===== config.mk =====
export PLATFORM = sky130hd
export DESIGN_NAME = cnn_issue_ctrl
export DESIGN_NICKNAME = d
export VERILOG_FILES = /design/src/rtl/cnn_pkg.sv /design/src/rtl/cnn_timeout_cnt.sv /design/src/rtl/cnn_issue_ctrl.sv
export SDC_FILE = /design/constraint.sdc
export NUM_CORES = 1
export LEC_CHECK = 0
export BUFFER_PORTS_ARGS = -buffer_cell sky130_fd_sc_hd__buf_4
export CORE_MARGIN = 4
export CORE_UTILIZATION = 42
export DETAILED_ROUTE_END_ITERATION = 8
export GPL_ROUTABILITY_DRIVEN = 0
export PLACE_DENSITY_LB_ADDON = 0.08
export SYNTH_ARGS = -nofsm -noshare
export SYNTH_HDL_FRONTEND = slang
export SYNTH_SLANG_ARGS = --single-unit

===== constraint.sdc =====
create_clock -name clk -period 2.65 [get_ports clk]
set_input_delay 0.6625 -clock clk [delete_from_list [all_inputs] [get_ports clk]]
set_output_delay 0.6625 -clock clk [all_outputs]
set_load 0.05 [all_outputs]

===== src/rtl/cnn_pkg.sv =====
// Shared constants and FSM state type for the CNN custom-instruction issue controller.
// Used by cnn_issue_ctrl and cnn_timeout_cnt.
package cnn_pkg;

   localparam logic [6:0]  OP_CNN             = 7'b0101011;
   localparam int unsigned TIMEOUT_CYCLES_DEF = 1024;
   localparam logic [31:0] ERR_DATA_DEF       = 32'hFFFF_FFFF;

   typedef enum logic [2:0] {
      ST_IDLE,
      ST_ISSUE,
      ST_WAIT,
      ST_WB,
      ST_DONE
   } state_t;

endpackage


===== src/rtl/cnn_timeout_cnt.sv =====
// Accelerator watchdog: cleared on issue, counts ISSUE/WAIT cycles, flags expiry on the LIMIT-th cycle.
// Only instantiated when CNN_ISSUE_TIMEOUT_EN is defined.
module cnn_timeout_cnt
   import cnn_pkg::*;
#(
   parameter int unsigned LIMIT = TIMEOUT_CYCLES_DEF
) (
   input  logic clk,
   input  logic rst,
   input  logic clr,
   input  logic en,
   output logic expire
);

   localparam int unsigned CW = (LIMIT > 1) ? $clog2(LIMIT) : 1;

   logic [CW-1:0] cnt_q, cnt_d;

   always_comb begin
      cnt_d = cnt_q;
      if (clr) begin
         cnt_d = '0;
      end else if (en) begin
         cnt_d = cnt_q + CW'(1);
      end
   end

   always_ff @(posedge clk or negedge rst) begin
      if (!rst) begin
         cnt_q <= '0;
      end else begin
         cnt_q <= cnt_d;
      end
   end

   // cnt_q holds (cycles already spent - 1), so this fires on the LIMIT-th enabled cycle
   assign expire = en & (cnt_q == CW'(LIMIT - 1));

endmodule


===== src/rtl/cnn_issue_ctrl.sv =====
// Stalls the pipeline, hands a decoded CNN op to the accelerator and writes its result back; min 4 cycles detect-to-release.
// Define CNN_ISSUE_TIMEOUT_EN to add the accelerator watchdog (abort pulse, ERR_DATA writeback, sticky err).
module cnn_issue_ctrl
   import cnn_pkg::*;
#(
   parameter int unsigned TIMEOUT_CYCLES = TIMEOUT_CYCLES_DEF,
   parameter logic [31:0] ERR_DATA       = ERR_DATA_DEF
) (
   input  logic        clk,
   input  logic        rst,
   input  logic [6:0]  Op,
   input  logic        InstrValidD,
   input  logic [2:0]  funct3D,
   input  logic [31:0] RD1D,
   input  logic [31:0] RD2D,
   input  logic [4:0]  RdD,
   output logic        StallF,
   output logic        StallD,
   output logic        FlushD,
   output logic        FlushE,
   output logic        acc_req,
   output logic [2:0]  acc_op,
   output logic [31:0] acc_a,
   output logic [31:0] acc_b,
   input  logic        acc_ack,
   input  logic        acc_done,
   input  logic [31:0] acc_result,
   output logic        acc_abort,
   output logic        wb_valid,
   output logic [4:0]  wb_rd,
   output logic [31:0] wb_data,
   input  logic        wb_ready,
   output logic        busy,
   output logic        err
);

   state_t      state_q, state_d;
   logic [2:0]  op_q, op_d;
   logic [31:0] a_q, a_d;
   logic [31:0] b_q, b_d;
   logic [4:0]  rd_q, rd_d;
   logic [31:0] data_q, data_d;
   logic        err_q, err_d;

   logic detect;
   logic running;
   logic done_ok;
   logic expire_w;
   logic abort_w;

   assign detect  = (state_q == ST_IDLE) & InstrValidD & (Op == OP_CNN);
   assign running = (state_q == ST_ISSUE) | (state_q == ST_WAIT);
   // a result only counts once the command has been accepted
   assign done_ok = acc_done & (((state_q == ST_ISSUE) & acc_ack) | (state_q == ST_WAIT));
   assign abort_w = expire_w & ~done_ok;

`ifdef CNN_ISSUE_TIMEOUT_EN
   cnn_timeout_cnt #(
      .LIMIT (TIMEOUT_CYCLES)
   ) u_timeout_cnt (
      .clk    (clk),
      .rst    (rst),
      .clr    (detect),
      .en     (running),
      .expire (expire_w)
   );
`else
   localparam int unsigned unused_timeout_cycles = TIMEOUT_CYCLES;
   assign expire_w = 1'b0;
`endif

   always_ff @(posedge clk or negedge rst) begin
      if (!rst) begin
         state_q <= ST_IDLE;
         op_q    <= '0;
         a_q     <= '0;
         b_q     <= '0;
         rd_q    <= '0;
         data_q  <= '0;
         err_q   <= 1'b0;
      end else begin
         state_q <= state_d;
         op_q    <= op_d;
         a_q     <= a_d;
         b_q     <= b_d;
         rd_q    <= rd_d;
         data_q  <= data_d;
         err_q   <= err_d;
      end
   end

   always_comb begin
      state_d = state_q;
      op_d    = op_q;
      a_d     = a_q;
      b_d     = b_q;
      rd_d    = rd_q;
      data_d  = data_q;
      err_d   = err_q;
      case (state_q)
         ST_IDLE: begin
            if (detect) begin
               op_d    = funct3D;
               a_d     = RD1D;
               b_d     = RD2D;
               rd_d    = RdD;
               data_d  = '0;
               state_d = ST_ISSUE;
            end
         end
         ST_ISSUE, ST_WAIT: begin
            if (done_ok) begin
               data_d  = acc_result;
               state_d = ST_WB;
            end else if (abort_w) begin
               data_d  = ERR_DATA;
               err_d   = 1'b1;
               state_d = ST_WB;
            end else if ((state_q == ST_ISSUE) && acc_ack) begin
               state_d = ST_WAIT;
            end
         end
         ST_WB: begin
            // x0 writes are dropped, so there is no handshake to wait for
            if ((rd_q == 5'd0) || wb_ready) begin
               state_d = ST_DONE;
            end
         end
         ST_DONE: state_d = ST_IDLE;
         default: state_d = ST_IDLE;
      endcase
   end

   always_comb begin
      StallF    = 1'b0;
      StallD    = 1'b0;
      FlushD    = 1'b0;
      FlushE    = 1'b0;
      acc_req   = 1'b0;
      acc_op    = '0;
      acc_a     = '0;
      acc_b     = '0;
      wb_valid  = 1'b0;
      wb_rd     = '0;
      wb_data   = '0;
      busy      = (state_q != ST_IDLE);
      err       = err_q;
      acc_abort = abort_w;
      case (state_q)
         ST_IDLE: begin
            StallF = detect;
            StallD = detect;
            FlushE = detect;
         end
         ST_ISSUE: begin
            StallF  = 1'b1;
            StallD  = 1'b1;
            FlushE  = 1'b1;
            acc_req = 1'b1;
            acc_op  = op_q;
            acc_a   = a_q;
            acc_b   = b_q;
         end
         ST_WAIT: begin
            StallF = 1'b1;
            StallD = 1'b1;
            FlushE = 1'b1;
         end
         ST_WB: begin
            StallF   = 1'b1;
            StallD   = 1'b1;
            FlushE   = 1'b1;
            wb_valid = (rd_q != 5'd0);
            wb_rd    = rd_q;
            wb_data  = data_q;
         end
         ST_DONE: begin
            FlushD = 1'b1;
            FlushE = 1'b1;
         end
         default: ;
      endcase
   end

endmodule


==> results_dict.tcl, run 1 <==
set metrics [dict create \
    outcome "finished with violations" \
    violations "negative setup slack" \
    fp.dieW_um 117 \
    slowest_stage "or4bb_4" \
    area_growth_pct 43.0 \
    htreeDepth 3 \
    drv_cap 0 \
    p_seq_share_pct 42.4 \
    num_rows 39 \
    hold_viol 0 \
    final_nets 778 \
    cts_tree "built" \
    power_density_mw_per_mm2 724 \
    diodes 0 \
    crit_chain "buf_6 -> or4bb_4 -> or3_4 -> a21oi_4 -> buf_6" \
    synth_top_flop_cell "dfrtp_1" \
    clock_skew_ns 0.00539 \
    core-area_mm2 0.0115 \
    synth_commonest_cells "dfrtp_1 (107), and2_1 (104), mux2_2 (66)" \
    synth.area.top_cells "dfrtp_1 (54%), mux2_2 (15%), and2_1 (13%)" \
    crit_top_cell "buf_6" \
    fmax_mhz 373 \
    die_y_um 117 \
    grt_setup_unrepaired "true" \
    fin_util_pct 61.9 \
    setup_ws_ns -0.0338 \
    hold_path.class "input pin to asynchronous set/reset pin" \
    antenna_found_initial 0 \
    crit_buf_inv 2 \
    dp_hpwl_um 9500 \
    p_leak_nw 3.81 \
    grt_max_degree 57 \
    critPathMaxStageDelay_ns 0.54 \
    slew_headroom_pct 54.9 \
    drv_slew 0 \
    dp_slack_ns -0.112 \
    syn_inst 448 \
    synth_edf_count 0 \
    drtIter0Drc 248 \
    rrSetupSlack_ns 0.35 \
    postSynth.asyncResetShare_pct 100 \
    drc 0 \
    fin_crit_ns 2.68 \
    io_pins 230 \
    wl_per_cell_um 16.0 \
    die-area_mm2 0.0137 \
    portBuffers 227 \
    cts_hold_buffers 0 \
    antenna_left 0 \
    cp_top_family "simple AND/OR/NAND/NOR gates" \
    fin_setup_tns_ns -0.0668 \
    clock_latency_ns 0.34 \
    timing.final.crit_share_pct 101 \
    cts_buffers 9 \
    worst_pin_slew_ns 0.677 \
    via_count 3982 \
    power_switching_w 0.00180 \
    comb_power_share_pct 33.1 \
    cp-start-kind "input pin" \
    start_util_pct 43.3 \
    syn_area_per_cell_um2 11.1 \
    clock_sinks 107 \
    synth.distinct_cells 30 \
    synth_top_area_share_pct 53.7 \
    power.internal_w 0.00336 \
    clockBufferDepth 2 \
    synth_area_mm2 0.00498 \
    ys_ff_latch 107 \
    setup_violations 2 \
    switching_share_pct 34.9 \
    track_usage_pct 18.5 \
    peakVddDrop_v 0.000402 \
    ys.warnings.count 0 \
    pwr-share-clk_pct 24.4 \
    crit_path_end_kind "output port" \
    vias_per_cell 4.92 \
    grt_pass1_wl_um 19800 \
    seq_area_frac_synth_pct 53.7 \
    cp.required_ns 1.99 \
    nFillCells 990 \
    first_global_vias 3976 \
    drtPass1Iterations 4 \
    cts_root_buffer "clkbuf_16" \
    drt-total-wl_um 12900 \
    synth_top_area_cell "dfrtp_1" \
    clkTransAtPathRegs_ns 0.07 \
    synthMostInstantiatedCell "dfrtp_1" \
    drive_gt1_share_pct 50.0 \
    critPathMaxFanout 4 \
    critical_path_arrival_ns 2.02 \
    overflow 0 \
    crit_type "input pin to output port" \
]
per-stage QoR:
| stage | hold slack (ns) | cells | cell area [um2] | total power (W) |
|---|---|---|---|---|
| after floorplan | 0.367 | 449 | 5020 | 0.00334 |
| after global placement | 0.473 | 793 | 6830 | 0.00387 |
| after detailed placement | 0.482 | 793 | 6830 | 0.00394 |
| after CTS | 0.241 | 809 | 7120 | 0.00522 |
| after global routing | 0.254 | 809 | 7130 | 0.00552 |
| final | 0.243 | 809 | 7130 | 0.00516 |
flip-flops by register name, summed over array words and instances (netlist names):
register  count
data_q       32
rd_q          5
b_q          32
op_q          3
a_q          32
state_q       3
logic make-up after synthesis:
group | synth area share [%]
compound gates | 4.12
xor+xnor | 0.176
buf+inv | 3.99
flops | 53.7
mux | 16.7
other cells | 0.0752
simple gates | 21.2
what timing repair did:
action / CTS / global route
hold endpoints to repair: 0 / 0
resized for setup: 4 / 2
setup buffers: 0 / 0
setup endpoints to repair: 3 / 3
placed cells by master (no fill, tap or decap), types with 3 or more instances in the layout:
cell	instances
nand2_1	35
inv_1	3
o21ai_1	6
mux2_4	6
nor2_1	4
buf_4	232
buf_6	3
dfrtp_1	105
nand3_1	33
o21ai_0	28
clkbuf_16	9
mux2_2	66
buf_12	3
and2_1	104
power groups by stage:
stage	clock network [W]	registers (W)	logic, W
final	0.00126	0.00219	0.00171
after global routing	0.00138	0.00224	0.00189
after CTS	0.00129	0.00219	0.00174
after detailed placement	0	0.00222	0.00172
after global placement	0	0.00220	0.00167
after floorplan	0	0.00215	0.00119
layer usage:
| metal | GRT usage [%] | vias up | wire (um) |
|---|---|---|---|
| li1 | - | 1904 | - |
| met1 | 22.9 | 1928 | 5120 |
| met2 | 30.5 | 140 | 6320 |
| met3 | 6.99 | 10 | 1350 |
| met4 | 5.50 | 0 | 133 |
| met5 | 0 | - | 0 |
cell type report:
type                    count  area (um2)  area share (%)
flip-flops and latches    107        2680            37.6
multi-input cells         302        2140            30.0
repair buffers            238        1840            25.8
clock buffers              13         260            3.65
well taps                 143         179            2.51
clock inverters             3        22.5           0.316
inverters                   3        11.3           0.158
worst register-to-register path, delay by kind of cell, from the launching register on:
| family | cells | cell delay (ns) |
|---|---|---|
| AOI/OAI and AO/OA | 1 | 0.21 |
| DFF | 1 | 0.46 |
| buffers and inverters | 1 | 0.35 |
| and+or+nand+nor | 3 | 1.20 |
final timing paths:
check / to / depth (start not counted) / start
max: StallD / 5 / Op[4]
min: data_q[12]$_DFFE_PN0P_ / 1 / rst
max reg2reg: data_q[11]$_DFFE_PN0P_ / 5 / state_q[0]$_DFFE_PN0P_
min reg2reg: data_q[20]$_DFFE_PN0P_ / 2 / data_q[20]$_DFFE_PN0P_
max in group asynchronous: b_q[2]$_DFFE_PN0P_ / 2 / rst
min in group clk: data_q[20]$_DFFE_PN0P_ / 2 / data_q[20]$_DFFE_PN0P_
No activity file was read; power rests on OpenSTA's default activity.
==> run 2: changes to the inputs <==
--- a/config.mk
+++ b/config.mk
@@ -7,7 +7,7 @@
 export LEC_CHECK = 0
 export BUFFER_PORTS_ARGS = -buffer_cell sky130_fd_sc_hd__buf_4
 export CORE_MARGIN = 4
-export CORE_UTILIZATION = 42
+export CORE_UTILIZATION = 50
 export DETAILED_ROUTE_END_ITERATION = 8
 export GPL_ROUTABILITY_DRIVEN = 0
 export PLACE_DENSITY_LB_ADDON = 0.08
==> constraint.sdc (replaced) <==
create_clock -name clk -period 3.3 [get_ports clk]
set_input_delay 0.825 -clock clk [delete_from_list [all_inputs] [get_ports clk]]
set_output_delay 0.825 -clock clk [all_outputs]
set_load 0.05 [all_outputs]
==> run 2 against run 1 <==
Effect of this change:
- non-clock buffer count down 5
- global-route usage up 3.9 points
- the flow now finishes without violations
- total power down 21%
- register-to-register slack better by 0.57 ns
- first-iteration DRC count down 6.0%
- critical endpoint is now wb_data[7]
- via count up 1.4%
- wire length up 0.80%
- flip-flop and latch count unchanged
- die area down 15%
- design area down 1.4%
==> results_dict.tcl, run 2 (synthesized netlist as in run 1, its figures left out) <==
set metrics [dict create \
    clockBufferDepth 2 \
    fin_area_mm2 0.00702 \
    drtPass1Iterations 4 \
    portBuffers 227 \
    die_y_um 108 \
    num_rows 36 \
    clkTransAtPathRegs_ns 0.09 \
    crit_path_end_kind "output port" \
    switching_share_pct 34.7 \
    grt_max_degree 104 \
    finalPower_w 0.00408 \
    slew_headroom_pct 51.0 \
    first_global_vias 4178 \
    holdPathEnd "data_q[20]$_DFFE_PN0P_" \
    p_seq_share_pct 43.3 \
    drv_slew 0 \
    p_leak_nw 3.78 \
    postCtsResizedCells 0 \
    reg2reg_depth 5 \
    hp-start "data_q[20]$_DFFE_PN0P_" \
    final-seq-area_mm2 0.00268 \
    critical_path_arrival_ns 2.22 \
    final_cell_count_no_fill 794 \
    peakVddDrop_v 0.000302 \
    drtIter0Drc 233 \
    critPathMaxFanout 21 \
    crit_type "flip-flop to output port" \
    fp.dieW_um 108 \
    drive_gt1_share_pct 49.5 \
    start_util_pct 51.2 \
    area_growth_pct 40.9 \
    placed_cells 778 \
    dpl-instance-area_mm2 0.00676 \
    power_switching_w 0.00142 \
    outcome "finished clean" \
    drc 0 \
    comb_power_share_pct 32.3 \
    die-area_mm2 0.0116 \
    io_pins 230 \
    cts_hold_buffers 0 \
    track_usage_pct 22.5 \
    fin_crit_ns 3.05 \
    final_cell_mix "buf_4 (231), dfrtp_1 (107), and2_1 (104), mux2_2 (66), nand2_1 (35)" \
    holdPathStages 2 \
    hold_viol 0 \
    diodes 0 \
    wl_per_cell_um 16.4 \
    power.internal_w 0.00266 \
    grt_pass1_wl_um 20500 \
    antenna_found_initial 0 \
    htreeDepth 3 \
    drv_cap 0 \
    setup_violations 0 \
    cts_tree "built" \
    hold_path.class "flip-flop to flip-flop" \
    fin_setup_tns_ns 0 \
    r2r-end "data_q[19]$_DFFE_PN0P_" \
    reg.largest.list "a_q: 32 flops, b_q: 32 flops, data_q: 32 flops" \
    cts_setup_buffers 0 \
    fmax_mhz 328 \
    final_common_cell "buf_4" \
    cp.required_ns 2.47 \
    rrSetupSlack_ns 0.92 \
    final_nets 773 \
    worst_pin_slew_ns 0.735 \
    crit_start "state_q[2]$_DFFE_PN0P_" \
    clock_sinks 107 \
    drt-total-wl_um 13000 \
    clock_latency_ns 0.36 \
    core-area_mm2 0.00973 \
    dp_hpwl_um 9310 \
    nFillCells 783 \
    pwr-share-clk_pct 24.4 \
    rr_startpoint "state_q[1]$_DFFE_PN0P_" \
    timing.final.crit_share_pct 92.4 \
    cp-start-kind "flip-flop" \
    antenna_left 0 \
    overflow 0 \
    via_count 4039 \
    cts_buffers 9 \
    holdWs_ns 0.502 \
    vias_per_cell 5.09 \
    multi_input_area_mm2 0.00213 \
    power_density_mw_per_mm2 581 \
    grt_setup_unrepaired "false" \
    cts_root_buffer "clkbuf_8" \
    clock_skew_ns 0.00420 \
]
## run 2: final cells by class
class	instances	area share, %
sequential	107	38.1
multi-input combinational	302	30.4
timing repair buffer	233	25.3
tap	133	2.37
clock buffer	12	2.35
clock inverter	4	1.35
inverter	3	0.160
## run 2: worst max path at each step
stage | end | slack [ns]
floorplan | StallF | -0.10
global placement | StallF | 0.28
detailed placement | StallF | 0.25
CTS | wb_data[7] | 0.25
global route | wb_data[7] | 0.08
finish | wb_data[7] | 0.25
## run 2: critical path, stage by stage (launching register included)
cell and delay, ns:
dfrtp_1 0.51, and3b_1 0.66, buf_4 0.32, and2_1 0.17
buf_4 0.20
## run 2: stage by stage
step / setup WS, ns / utilization, %
floorplan: -0.104 / -
global placement: 0.275 / 69.5
detailed placement: 0.255 / 69.5
CTS: 0.248 / 72.2
global route: 0.0773 / 72.2
finish: 0.251 / 72.2
## run 2: per-layer routing
metal | part of all wire [%] | routed length [um] | track usage [%] | vias up
met5 | 0 | 0 | 0 | -
li1 | - | - | - | 1898
met1 | 38 | 4890 | 26.7 | 1957
met3 | 9.7 | 1260 | 7.80 | 21
met2 | 51 | 6590 | 37.3 | 163
met4 | 2.2 | 280 | 8.84 | 0
## run 2: power groups by stage
stage                     clock (W)  sequential (W)  combinational, W
after detailed placement          0         0.00179           0.00133
final                      0.000997         0.00176           0.00132
after CTS                   0.00102         0.00177           0.00133
after global placement            0         0.00177           0.00129
after global routing        0.00108         0.00181           0.00146
after floorplan                   0         0.00173          0.000953
==> run 3: changes to the inputs <==
--- a/config.mk
+++ b/config.mk
@@ -11,6 +11,8 @@
 export DETAILED_ROUTE_END_ITERATION = 8
 export GPL_ROUTABILITY_DRIVEN = 0
 export PLACE_DENSITY_LB_ADDON = 0.08
+export RECOVER_POWER = 100
 export SYNTH_ARGS = -nofsm -noshare
 export SYNTH_HDL_FRONTEND = slang
+export SYNTH_HIERARCHICAL = 1
 export SYNTH_SLANG_ARGS = --single-unit
==> run 3 against run 2 <==
Effect of this change:
- register-to-register slack worse by 0.66 ns
- total power down 1.2%
- count of clock-buffer cells in the layout unchanged
- flip-flop and latch count unchanged
- non-clock buffer count unchanged
- sequential share of layout area up 0.98 points
- utilization down 1.8 points
- design area down 2.5%
- wire length down 0.17%
- critical endpoint is now data_q[19]$_DFFE_PN0P_
- largest power group unchanged
==> results_dict.tcl, run 3 <==
set metrics [dict create \
    synth_edf_count 0 \
    placed_cells 778 \
    synth.area.top_cells "dfrtp_1 (54%), mux2_2 (15%), and2_1 (13%)" \
    grt_setup_unrepaired "false" \
    crit_type "input pin to flip-flop" \
    timing.final.crit_share_pct 94.2 \
    final_common_cell "buf_4" \
    core-area_mm2 0.00973 \
    cp-start-kind "input pin" \
    crit_chain "buf_4 -> or4bb_1 -> or3_4 -> clkbuf_4 -> and2_4 -> o21ai_0" \
    htreeDepth 3 \
    p_leak_nw 3.65 \
    ys_ff_latch 107 \
    cts_hold_buffers 0 \
    setup_violations 0 \
    synth-simple-area-share_pct 21.2 \
    critPathMaxStageDelay_ns 0.72 \
    hold_path.class "flip-flop to flip-flop" \
    cts_root_buffer "clkbuf_8" \
    synthMuxAreaShare_pct 16.7 \
    ys.warnings.count 6 \
    hp-start "b_q[20]$_DFFE_PN0P_" \
    num_rows 36 \
    rr_startpoint "state_q[1]$_DFFE_PN0P_" \
    track_usage_pct 22.5 \
    overflow 0 \
    fp.dieW_um 108 \
    cp.required_ns 3.57 \
    first_global_vias 4178 \
    synth_xor_area_share_pct 0.176 \
    via_count 4041 \
    cts_tree "built" \
    seq_area_frac_synth_pct 53.7 \
    critPathMaxFanout 103 \
    power_density_mw_per_mm2 588 \
    drv_slew 0 \
    wl_per_cell_um 16.4 \
    drv_cap 0 \
    cts_setup_buffers 0 \
    clock_sinks 107 \
    crit_path_end_kind "flip-flop" \
    grt_max_degree 104 \
    synth_top_flop_cell "dfrtp_1" \
    io_pins 230 \
    hold_viol 0 \
    outcome "finished clean" \
    synthMostInstantiatedCell "dfrtp_1" \
    antenna_found_initial 0 \
    clkTransAtPathRegs_ns 0.10 \
    fin_crit_ns 3.11 \
    diodes 0 \
    synth_top_area_cell "dfrtp_1" \
    critical_path_arrival_ns 3.38 \
    antenna_left 0 \
    synth_top_family_by_area "simple AND/OR/NAND/NOR gates" \
    fin_setup_tns_ns 0 \
    final_cell_mix "buf_4 (175), dfrtp_1 (107), mux2_2 (66), and2_0 (53), and2_1 (51)" \
    grt_pass1_wl_um 20500 \
    drtIter0Drc 215 \
    postSynth.asyncResetShare_pct 100 \
    peakVddDrop_v 0.000303 \
    final_cell_count_no_fill 794 \
    fmax_mhz 322 \
    holdPathEnd "b_q[20]$_DFFE_PN0P_" \
    synth_fa_ha_area_share_pct 0 \
    holdPathStages 1 \
    die-area_mm2 0.0116 \
    synth.distinct_cells 30 \
    drive_gt1_share_pct 48.0 \
    rrSetupSlack_ns 0.26 \
    syn_inst 448 \
    slowest_stage "clkbuf_4" \
    worst_pin_slew_ns 1.41 \
    clock_skew_ns 0.0103 \
    portBuffers 227 \
    die_y_um 108 \
    r2r-end "data_q[19]$_DFFE_PN0P_" \
    vias_per_cell 5.09 \
    postCtsResizedCells 0 \
    cts_buffers 9 \
    synth_area_mm2 0.00498 \
    drt-total-wl_um 13000 \
    synth-compound-area-share_pct 4.12 \
    syn_area_per_cell_um2 11.1 \
    dp_hpwl_um 9310 \
    final_nets 773 \
    drc 0 \
    drtPass1Iterations 4 \
    reg.largest.list "a_q: 32 flops, b_q: 32 flops, data_q: 32 flops" \
    synth_commonest_cells "dfrtp_1 (107), and2_1 (104), mux2_2 (66)" \
    reg2reg_depth 5 \
    clock_latency_ns 0.36 \
    clockBufferDepth 2 \
    slew_headroom_pct 5.97 \
    start_util_pct 51.2 \
    synth_top_area_share_pct 53.7 \
    area_growth_pct 37.4 \
]
-- run 3: cell count changes in the layout (fill, tap and decap cells not counted), sizes merged --
cell    change
buf        -51
clkbuf     +51
-- run 3: worst max-delay path, delay by kind of cell --
kind	cells	cell delay (ns)
and+or+nand+nor	3	1.41
buffers and inverters	2	0.83
AOI/OAI and AO/OA	1	0.24
-- run 3: through the flow --
step	cell area, um2	utilization (%)	power [W]	hold slack, ns	setup WS (ns)
6_report	6850	70.4	0.00403	0.492	0.191
4_1_cts	7020	72.2	0.00412	0.504	0.248
5_1_grt	6850	70.4	0.00428	0.521	0.0421
3_3_place_gp	6760	69.5	0.00306	0.472	0.275
2_1_floorplan	5010	-	0.00268	0.460	-0.104
3_5_place_dp	6760	69.5	0.00312	0.482	0.255
-- run 3: report_power, final --
part,leakage (nW),switching [W],internal (W)
clock network,0.133,0.000436,0.000565
registers,1.46,0.000156,0.00161
logic,2.06,0.000826,0.000438
total,3.65,0.00142,0.00261
-- run 3: layout make-up --
type | count | area, um2
well taps | 133 | 166
repair buffers | 233 | 1630
multi-input cells | 302 | 2110
clock buffers | 12 | 165
flip-flops and latches | 107 | 2680
fillers | 827 | 2880
clock inverters | 4 | 95.1
inverters | 3 | 11.3
-- run 3: layer usage --
metal / share of wire [%] / track usage [%]
met5: 0 / 0
met3: 9.5 / 7.80
met2: 51 / 37.3
met4: 2.4 / 8.84
met1: 37 / 26.7
-- run 3: kinds of logic (layout without fill, tap and decap cells) --
| group | Yosys count | count (layout) |
|---|---|---|
| multiplexers | 72 | 72 |
| buffers and inverters | 40 | 252 |
| other | 1 | 2 |
| flip-flops | 107 | 107 |
| AO/OA/AOI/OAI | 39 | 39 |
| AND/OR/NAND/NOR | 188 | 188 |
| XOR/XNOR | 1 | 1 |
-- run 3: how the worst max path moves through the flow --
| stage | startpoint | cells after the start | to |
|---|---|---|---|
| 6_report | Op[4] | 6 | data_q[19]$_DFFE_PN0P_ |
| 5_1_grt | state_q[2]$_DFFE_PN0P_ | 4 | wb_data[11] |
| 4_1_cts | state_q[2]$_DFFE_PN0P_ | 4 | wb_data[7] |
| 3_5_place_dp | Op[4] | 5 | StallF |
| 3_3_place_gp | Op[4] | 5 | StallF |
| 2_1_floorplan | Op[4] | 7 | StallF |
